### src/rtl/cla_sub_seq_if.sv
// cla_sub_seq_if: start/busy/done handshake and operand/result bus for cla_sub_seq.
// ovf_o exists only when CLA_SUB_OVF_EN is defined.
interface cla_sub_seq_if #(parameter int N = 8);
    logic         start_i;
    logic [N-1:0] a_i;
    logic [N-1:0] b_i;
    logic         busy_o;
    logic         done_o;
    logic [N:0]   diff_o;
`ifdef CLA_SUB_OVF_EN
    logic         ovf_o;
    modport master (output start_i, a_i, b_i, input busy_o, done_o, diff_o, ovf_o);
    modport slave  (input start_i, a_i, b_i, output busy_o, done_o, diff_o, ovf_o);
`else
    modport master (output start_i, a_i, b_i, input busy_o, done_o, diff_o);
    modport slave  (input start_i, a_i, b_i, output busy_o, done_o, diff_o);
`endif
endinterface

### src/rtl/cla_sub_seq.sv
// cla_sub_seq: multi-cycle A-B, one G-bit lookahead group per clock, LSB group first.
// Optional signed-overflow output enabled by CLA_SUB_OVF_EN.
module cla_sub_seq #(
    parameter int N = 8,
    parameter int G = 4
) (
    input  logic          clk,
    input  logic          rst_n,
    cla_sub_seq_if.slave  bus
);
    localparam int NG = N / G;
    localparam int IW = NG > 1 ? $clog2(NG) : 1;

    if (N % G != 0) begin : g_bad_width
        $error("cla_sub_seq: N must be a multiple of G");
    end

    typedef enum logic [1:0] {IDLE, RUN, DONE} state_t;
    state_t          state_q, state_d;
    logic [N-1:0]    a_q, a_d, b_q, b_d, res_q, res_d;
    logic            c_q, c_d;
    logic [IW-1:0]   idx_q, idx_d;
    logic [N:0]      diff_q, diff_d;
    logic [G-1:0]    ga, gb, p, g, s;
    logic [G:0]      c;
    logic            last;

    function automatic logic [G-1:0] lo(input int k);
        lo = '0;
        for (int x = 0; x < G; x++) lo[x] = x < k;
    endfunction

    always_ff @(posedge clk or negedge rst_n)
        if (!rst_n) state_q <= IDLE;
        else state_q <= state_d;

    always_comb
        state_d = state_q == IDLE ? (bus.start_i ? RUN : IDLE) :
                  state_q == RUN  ? (last ? DONE : RUN) : IDLE;

    always_comb begin
        bus.busy_o = state_q == RUN;
        bus.done_o = state_q == DONE;
    end

    // Each carry is a flat sum of generate terms gated by propagate products.
    always_comb begin
        ga = a_q[idx_q*G +: G];
        gb = b_q[idx_q*G +: G];
        p = ga ^ gb;
        g = ga & gb;
        c = '0;
        c[0] = c_q;
        for (int i = 0; i < G; i++) begin
            c[i+1] = c_q & (&(p | ~lo(i + 1)));
            for (int j = 0; j <= i; j++)
                c[i+1] = c[i+1] | (g[j] & (&(p | ~(lo(i + 1) & ~lo(j + 1)))));
        end
        s = p ^ c[G-1:0];
        last = idx_q == IW'(NG - 1);
    end

`ifdef CLA_SUB_OVF_EN
    logic ovf_q, ovf_d;
    assign bus.ovf_o = ovf_q;
`endif

    always_comb begin
        a_d = a_q;
        b_d = b_q;
        c_d = c_q;
        idx_d = idx_q;
        res_d = res_q;
        diff_d = diff_q;
`ifdef CLA_SUB_OVF_EN
        ovf_d = ovf_q;
`endif
        if (state_q == IDLE && bus.start_i) begin
            a_d = bus.a_i;
            b_d = ~bus.b_i;
            c_d = 1'b1;
            idx_d = '0;
        end else if (state_q == RUN) begin
            res_d[idx_q*G +: G] = s;
            c_d = c[G];
            idx_d = idx_q + IW'(1);
            if (last) begin
                diff_d = {~c[G], res_d};
`ifdef CLA_SUB_OVF_EN
                // b_q holds ~B, so equal MSBs here mean A and B had opposite signs.
                ovf_d = (a_q[N-1] == b_q[N-1]) && (res_d[N-1] != a_q[N-1]);
`endif
            end
        end
    end

    always_ff @(posedge clk or negedge rst_n)
        if (!rst_n) begin
            a_q <= '0;
            b_q <= '0;
            c_q <= 1'b0;
            idx_q <= '0;
            res_q <= '0;
            diff_q <= '0;
`ifdef CLA_SUB_OVF_EN
            ovf_q <= 1'b0;
`endif
        end else begin
            a_q <= a_d;
            b_q <= b_d;
            c_q <= c_d;
            idx_q <= idx_d;
            res_q <= res_d;
            diff_q <= diff_d;
`ifdef CLA_SUB_OVF_EN
            ovf_q <= ovf_d;
`endif
        end

    assign bus.diff_o = diff_q;
endmodule

### src/flat_wrapper.sv
// flat-port wrapper written by rule: the top's interface ports become plain ports
module cla_sub_seq_flat 
#(
    parameter int N = 8,
    parameter int G = 4
)
  (clk, rst_n, bus_start_i, bus_a_i, bus_b_i, bus_busy_o, bus_done_o, bus_diff_o);
  cla_sub_seq_if #(.N(N)) bus_i ();
  input  logic clk;
  input  logic rst_n;
  input wire logic [$bits(bus_i.start_i)-1:0] bus_start_i;
  input wire logic [$bits(bus_i.a_i)-1:0] bus_a_i;
  input wire logic [$bits(bus_i.b_i)-1:0] bus_b_i;
  output wire logic [$bits(bus_i.busy_o)-1:0] bus_busy_o;
  output wire logic [$bits(bus_i.done_o)-1:0] bus_done_o;
  output wire logic [$bits(bus_i.diff_o)-1:0] bus_diff_o;
  assign bus_i.start_i = bus_start_i;
  assign bus_i.a_i = bus_a_i;
  assign bus_i.b_i = bus_b_i;
  assign bus_busy_o = bus_i.busy_o;
  assign bus_done_o = bus_i.done_o;
  assign bus_diff_o = bus_i.diff_o;
  cla_sub_seq #(.N(N), .G(G)) u_core (.clk(clk), .rst_n(rst_n), .bus(bus_i));
endmodule
### config.mk
export PLATFORM = sky130hd
export DESIGN_NAME = cla_sub_seq_flat
export DESIGN_NICKNAME = d
export VERILOG_FILES = /design/src/rtl/cla_sub_seq_if.sv /design/src/rtl/cla_sub_seq.sv /design/src/flat_wrapper.sv
export SDC_FILE = /design/constraint.sdc
export NUM_CORES = 1
export LEC_CHECK = 0
export CORE_MARGIN = 2
export CORE_UTILIZATION = 40
export CTS_BUF_LIST = sky130_fd_sc_hd__clkbuf_4 sky130_fd_sc_hd__clkbuf_8
export DETAILED_ROUTE_END_ITERATION = 10
export PLACE_DENSITY = 0.63
export SLEW_MARGIN = 20
export SYNTH_ARGS = -nofsm -noshare
export SYNTH_HDL_FRONTEND = slang
export SYNTH_SLANG_ARGS = --single-unit
export TNS_END_PERCENT = 5
### constraint.sdc
create_clock -name clk -period 3.4 [get_ports clk]
set_input_delay 0.68 -clock clk [delete_from_list [all_inputs] [get_ports clk]]
set_output_delay 0.68 -clock clk [all_outputs]
set_load 0.005 [all_outputs]
# Word-level counts from Yosys, hierarchy flattened

Cells that the tools add are included.

Bits in registers: 37
Input port bits: 19
Word-level logic and storage cells: 61

Multiplexer cells: 9
Shift-type cells: 4
Bitwise logic cells: 26
Equality and inequality tests: 2
Add/subtract/negate cells: 2
Reductions and logical operators: 11

Operators with widths:

| kind                                                 | number |
|---|---|
| negation 3 -> 34 bit                                 | 1 |
| variable shift 4 x 34 -> 8 bit, first input constant | 1 |
| variable part select 4 x 34 -> 8 bit                 | 1 |
| variable part select 8 x 4 -> 4 bit                  | 2 |
| AND 1 bit                                            | 10 |
| OR 1 bit                                             | 10 |
| AND reduction 3 bit                                  | 3 |
| bitwise mux 8 bit                                    | 1 |
| NOT 8 bit                                            | 1 |
| AND reduction 2 bit                                  | 4 |
| bitwise XOR 4 bit                                    | 2 |
| 2-to-1 mux 2 bit                                     | 3 |
| 2-to-1 mux 1 bit                                     | 5 |
| AND 4 bit                                            | 1 |
| AND reduction 4 bit                                  | 1 |
| equality test 2 x 1 -> 1 bit, second input constant  | 1 |
| equality test 2 bit, second input constant           | 1 |
| logical NOT 2 bit                                    | 1 |
| NOT 1 bit                                            | 2 |
| nonzero test 2 bit                                   | 1 |
| adder 1 bit, second input constant                   | 1 |
| logical AND 1 bit                                    | 1 |

# Depth between registers and ports, before layout

Depth in word-level cells: 10
Gate-level depth with buffers: 6

# Worst setup path before layout

No wires, ideal clock.

Kind: register to register
Start point: reg u_core.idx_q
End point: reg u_core.c_q
Data arrival time: 2.171 ns
Clock period less this slack: 2.289 ns
Stages on the path, launching flop included: 7
Data required time: 3.281 ns
Path buffers: 1
Slack: 1.111 ns
Path through: dfrtp_1 clkbuf_1 mux2_1 ha_1 a211oi_1 o21bai_1 o21ba_1

Word-level cells in the longest chain between the ends: 10
Elaborated cells on any way between the ends: 17
Classes of those cells: shift (2); mux (2); bitwise (10); reduce/logical (3)

RTL lines:

| element                                                       | RTL line                             | source |
|---|---|---|
| start: declaration                                            | cla_sub_seq.sv:22                    | `logic [IW-1:0] idx_q, idx_d;` |
| start signal: assignment                                      | cla_sub_seq.sv:112                   | `idx_q <= idx_d;` |
| variable part select 8 x 4 -> 4 bit, on equally long branches | cla_sub_seq.sv:48, cla_sub_seq.sv:49 |  |
| bitwise XOR 4 bit                                             | cla_sub_seq.sv:50                    | `p = ga ^ gb;` |
| AND reduction 4 bit or AND reduction 3 bit (tied branches)    | cla_sub_seq.sv:55, cla_sub_seq.sv:57 |  |
| AND 1 bit, on equally long branches                           | cla_sub_seq.sv:55, cla_sub_seq.sv:57 |  |
| OR 1 bit (3 in a row)                                         | cla_sub_seq.sv:57                    | `c[i+1] = c[i+1] \| (g[j] & (&(p \| ~(lo(i + 1) & ~lo(j + 1)))));` |
| OR 1 bit *                                                    | cla_sub_seq.sv:57                    |  |
| 2-to-1 mux 1 bit *                                            | cla_sub_seq.sv:83                    | `end else if (state_q == RUN) begin` |
| 2-to-1 mux 1 bit *                                            | cla_sub_seq.sv:78                    | `if (state_q == IDLE && bus.start_i) begin` |
| end signal: assignment                                        | cla_sub_seq.sv:101                   | `c_q <= 1'b0;` |
| end signal: assignment                                        | cla_sub_seq.sv:111                   | `c_q <= c_d;` |
| end: declaration                                              | cla_sub_seq.sv:21                    | `logic c_q, c_d;` |

Every way passes the cells marked *; elsewhere a longest branch is shown, timed or not. The select of a mux whose other input is x is not followed.
A chain may end at the register's enable or synchronous reset.

# Worst setup path in the final report

Same ends and word-level chain as after synthesis.

==> run_results.csv <==
group,metric,value,unit
status,status,"complete, no violations",
synthesis,avgSynthCellArea,9.75,um^2
cts,tritoncts,"yes",
pwr,power.combinational.fraction,48.2,%
setup_path,critical_path.cell_chain,"mux2_1 -> ha_1 -> a211oi_1 -> o21bai_1 -> o21ba_1",
route,wl_per_cell,12.0,um
synthesis,synth_cells,157,
cts,cts_root_buffer,"sky130_fd_sc_hd__clkbuf_8",
setup_path,crit_path_end_kind,"flop",
cells_and_area,nFillCells,340,
timing,max_freq,0.420,GHz
cts,cts_resized,0,
place,place_area,0.00186,mm^2
timing,clk_skew,0.00706,ns
cts,h-tree-depth,2,
synthesis,synth-adder-area-share,4.58,%
cells_and_area,regArea,826,um^2
pwr,power.switching_fraction,38.0,%
synthesis,synth_compound_area_share,9.16,%
cts,cts-root-to-sink-buffers,2,
timing,finalHoldViolCount,0,
cells_and_area,insertedDiodeCount,0,
route,route.final.wire_length,2810,um
timing,setup-tns-final,0,ns
cells_and_area,fraction_of_final_layout_cells_sized_beyond_drive_strength_1,6.42,%
setup_path,worst-endpoint-arrival,2.54,ns
timing,worst_pin_slew,0.762,ns
global_route,met1_usage,19.9,%
cts,clk-insertion-delay-late,0.28,ns
cts,cts_made_buffers,5,
setup_path,critical_path.max_stage_delay,0.59,ns
synthesis,netlist_area,0.00153,mm^2
cts,cts_setup_buffers,0,
synthesis,yosys-mux-area-fraction,7.85,%
pwr,static-leakage-power,0.921,nW
global_route,number_of_global_route_vias_before_repair,1123,
pwr,share_clk_of_total_power,15.1,%
floorplan,fp.dieArea,0.00434,mm^2
setup_path,timing.critical_path.slowest_stage_cell,"sky130_fd_sc_hd__dfrtp_1",
synthesis,synth_xor_xnor_area_share,0.572,%
pwr,power-per-cell-area,998,mW/mm^2
place,globalplace.congestion,0.856,
global_route,groute.usage.overall,15.7,%
pwr,post-layout-total-power,1.95,mW
pwr,internal-power,1.21,mW
setup_path,critical_path_class,"reg2reg",
pwr,vdd_drop_max,0.000379,V
route,drt_pass1_iterations,4,
route,vias_per_cell,4.89,
timing,final_critical_path_setup_slack,1.02,ns
route,route.antenna.remaining_nets,0,
cells_and_area,multi_input_combinational_cell_area,666,um^2
cts,clk_pin_slew,0.06,ns
synthesis,synth-seq-area-share,54.0,%
global_route,globalRoute.totalOverflow,0,
global_route,grt_first_pass_wirelength,5090,um
setup_path,start_kind,"flop",
timing,rsz0062_at_grt,"false",
setup_path,cp.required,3.56,ns
global_route,grt_use_met2,25.5,%
pwr,netSwitchingPower,740,uW
route,number_of_design_rule_violations_left_by_the_first_detailed_router_iteration,55,
route,detail_route.drc_violations,0,
floorplan,initial_cell_density_of_the_core,41.8,%
timing,drv_slew,0,
cells_and_area,layout.nets,211,
place,count_of_port_buffers_added_during_placement,29,
synthesis,synth_fp_nets,181,
floorplan,core-area,0.00366,mm^2
global_route,top_usage_layer,"met2",
cts,clock_sinks,33,
global_route,pin_count_of_the_biggest_net_entering_global_routing,34,
min_path,min-delay-path-class,"reg2reg",
timing,setup_viol,0,
setup_path,cp_max_fo,12,
global_route,initial_antenna_violation_count,0,
synthesis,yosys_warnings,0,
floorplan,die_width,65.9,um
route,via_count,1148,
timing,max-slew-margin-rel,49.1,%
synthesis,synth_seq_cells,33,
cells_and_area,fin_area,0.00195,mm^2
floorplan,die_h,65.9,um
timing,post_route_minimum_period,2.38,ns
timing,layout_worst_path_cycle_share,70.0,%
pwr,pwr-share-seq,36.7,%
global_route,globalRouteMet3Util,4.09,%
synthesis,synth_simple_gate_area_share,21.3,%
cts,holdBufCountCts,0,
floorplan,floorplan.io_pins,30,
floorplan,placementRows,22,
synthesis,netlist-cell-type-count,29,
place,dp_slack,1.00,ns
place,detailed_place_hpwl,2140,um
synthesis,combinational_family_with_the_most_area_after_synthesis,"simple AND/OR/NAND/NOR gates",
job,maxCapViolations,0,
cells_and_area,postLayoutCoreUtil,53.3,%
cells_and_area,syn2layout_area_growth,27.5,%
## per-layer routing
layer,routed length (um),vias up
met5,0,-
met4,31,0
met3,130,4
met2,1370,22
met1,1280,539
li1,-,583
## logic make-up (layout without fill, tap and decap cells)
kind of cell,Yosys count,after routing
flops,33,33
buf+inv,10,40
mux,11,11
xor+xnor,1,1
simple gates,76,76
compound gates,21,21
fa+ha+maj,5,5
## area by class of cell
type | count | share of cell area [%]
Sequential cell | 33 | 42.3
Multi-Input combinational cell | 114 | 34.1
Timing Repair Buffer | 30 | 15.3
Clock buffer | 7 | 4.62
Tap cell | 48 | 3.08
Inverter | 3 | 0.577
## cell usage in the layout, fill, tap and decap left out, drive strengths merged
cell,netlist,layout
or4,2,2
nor2,6,6
nand2,57,57
xor2,1,1
o21ai,10,10
ha,4,4
a211oi,1,1
o211ai,2,2
fa,1,1
o31ai,2,2
inv,3,3
mux2i,3,3
nand3b,1,1
clkbuf,6,7
nor2b,4,4
dfrtp,33,33
buf,1,1
clkdlybuf4s50,0,29
o21bai,1,1
o21ba,3,3
or3b,2,2
nand3,2,2
a31oi,1,1
o2bb2ai,1,1
nor3b,2,2
mux2,8,8
## Yosys cell counts
| library cell | count | area (um^2) |
|---|---|---|
| sky130_fd_sc_hd__nand2_1 | 57 | 214 |
| sky130_fd_sc_hd__dfrtp_1 | 33 | 826 |
| sky130_fd_sc_hd__o21ai_1 | 9 | 45.0 |
| sky130_fd_sc_hd__mux2_1 | 7 | 78.8 |
| sky130_fd_sc_hd__clkbuf_1 | 6 | 22.5 |
| sky130_fd_sc_hd__nor2_1 | 6 | 22.5 |
| sky130_fd_sc_hd__ha_1 | 4 | 50.1 |
| sky130_fd_sc_hd__nor2b_1 | 4 | 25.0 |
| sky130_fd_sc_hd__mux2i_1 | 3 | 30.0 |
| sky130_fd_sc_hd__inv_1 | 2 | 7.51 |
| sky130_fd_sc_hd__nand3_1 | 2 | 10.0 |
| sky130_fd_sc_hd__nor3b_1 | 2 | 15.0 |
| sky130_fd_sc_hd__o211ai_1 | 2 | 15.0 |
| sky130_fd_sc_hd__o21ba_2 | 2 | 20.0 |
| sky130_fd_sc_hd__o31ai_1 | 2 | 15.0 |
| sky130_fd_sc_hd__or3b_1 | 2 | 17.5 |
| sky130_fd_sc_hd__or4_1 | 2 | 15.0 |
| sky130_fd_sc_hd__a211oi_1 | 1 | 7.51 |
| sky130_fd_sc_hd__a31oi_1 | 1 | 6.26 |
| sky130_fd_sc_hd__buf_2 | 1 | 5.00 |
| sky130_fd_sc_hd__fa_1 | 1 | 20.0 |
| sky130_fd_sc_hd__inv_2 | 1 | 3.75 |
| sky130_fd_sc_hd__mux2_2 | 1 | 11.3 |
| sky130_fd_sc_hd__nand3b_1 | 1 | 7.51 |
| sky130_fd_sc_hd__o21ai_0 | 1 | 5.00 |
| sky130_fd_sc_hd__o21ba_1 | 1 | 10.0 |
| sky130_fd_sc_hd__o21bai_1 | 1 | 7.51 |
| sky130_fd_sc_hd__o2bb2ai_1 | 1 | 8.76 |
| sky130_fd_sc_hd__xor2_1 | 1 | 8.76 |
## state kept, by name, summed over array words and instances, names as in the netlist
register / cells
u_core.b_q: 8
u_core.bus.diff_o: 9
u_core.idx_q: 1
u_core.state_q: 2
u_core.c_q: 1
u_core.a_q: 8
u_core.res_q: 4
## power by group through the flow
stage	clock network [mW]	registers (mW)	logic (mW)
floorplan	0	0.675	0.691
global placement	0	0.722	0.931
detailed placement	0	0.723	0.955
CTS	0.302	0.717	0.958
global route	0.324	0.743	1.07
finish	0.295	0.714	0.937
## critical path: cells and delay by family (launching register included)
kind,cells,cell delay (ns)
muxes,1,0.42
adders and majority gates,1,0.31
AOI/OAI and AO/OA,3,0.95
DFF,1,0.59
## final timing paths
| path | from | endpoint | slack, ns | depth (start not counted) |
|---|---|---|---|---|
| setup / recovery | u_core.idx_q | u_core.c_q | 1.02 | 5 |
| hold / removal | u_core.bus.diff_o[2] | u_core.bus.diff_o[2] | 0.47 | 2 |
| setup reg to reg | u_core.idx_q | u_core.c_q | 1.02 | 5 |
| hold reg to reg | u_core.bus.diff_o[2] | u_core.bus.diff_o[2] | 0.47 | 2 |
| max in group asynchronous | rst_n | u_core.b_q[0] | 2.31 | 2 |
| min in group asynchronous | rst_n | u_core.a_q[4] | 0.80 | 2 |
## metrics by stage
| step | cells | hold WS [ns] |
|---|---|---|
| final | 235 | 0.472 |
| after global routing | 235 | 0.496 |
| after CTS | 235 | 0.481 |
| after detailed placement | 228 | 0.466 |
| after global placement | 228 | 0.452 |
| after floorplan | 157 | 0.384 |
No activity file was read; power rests on OpenSTA's default activity.
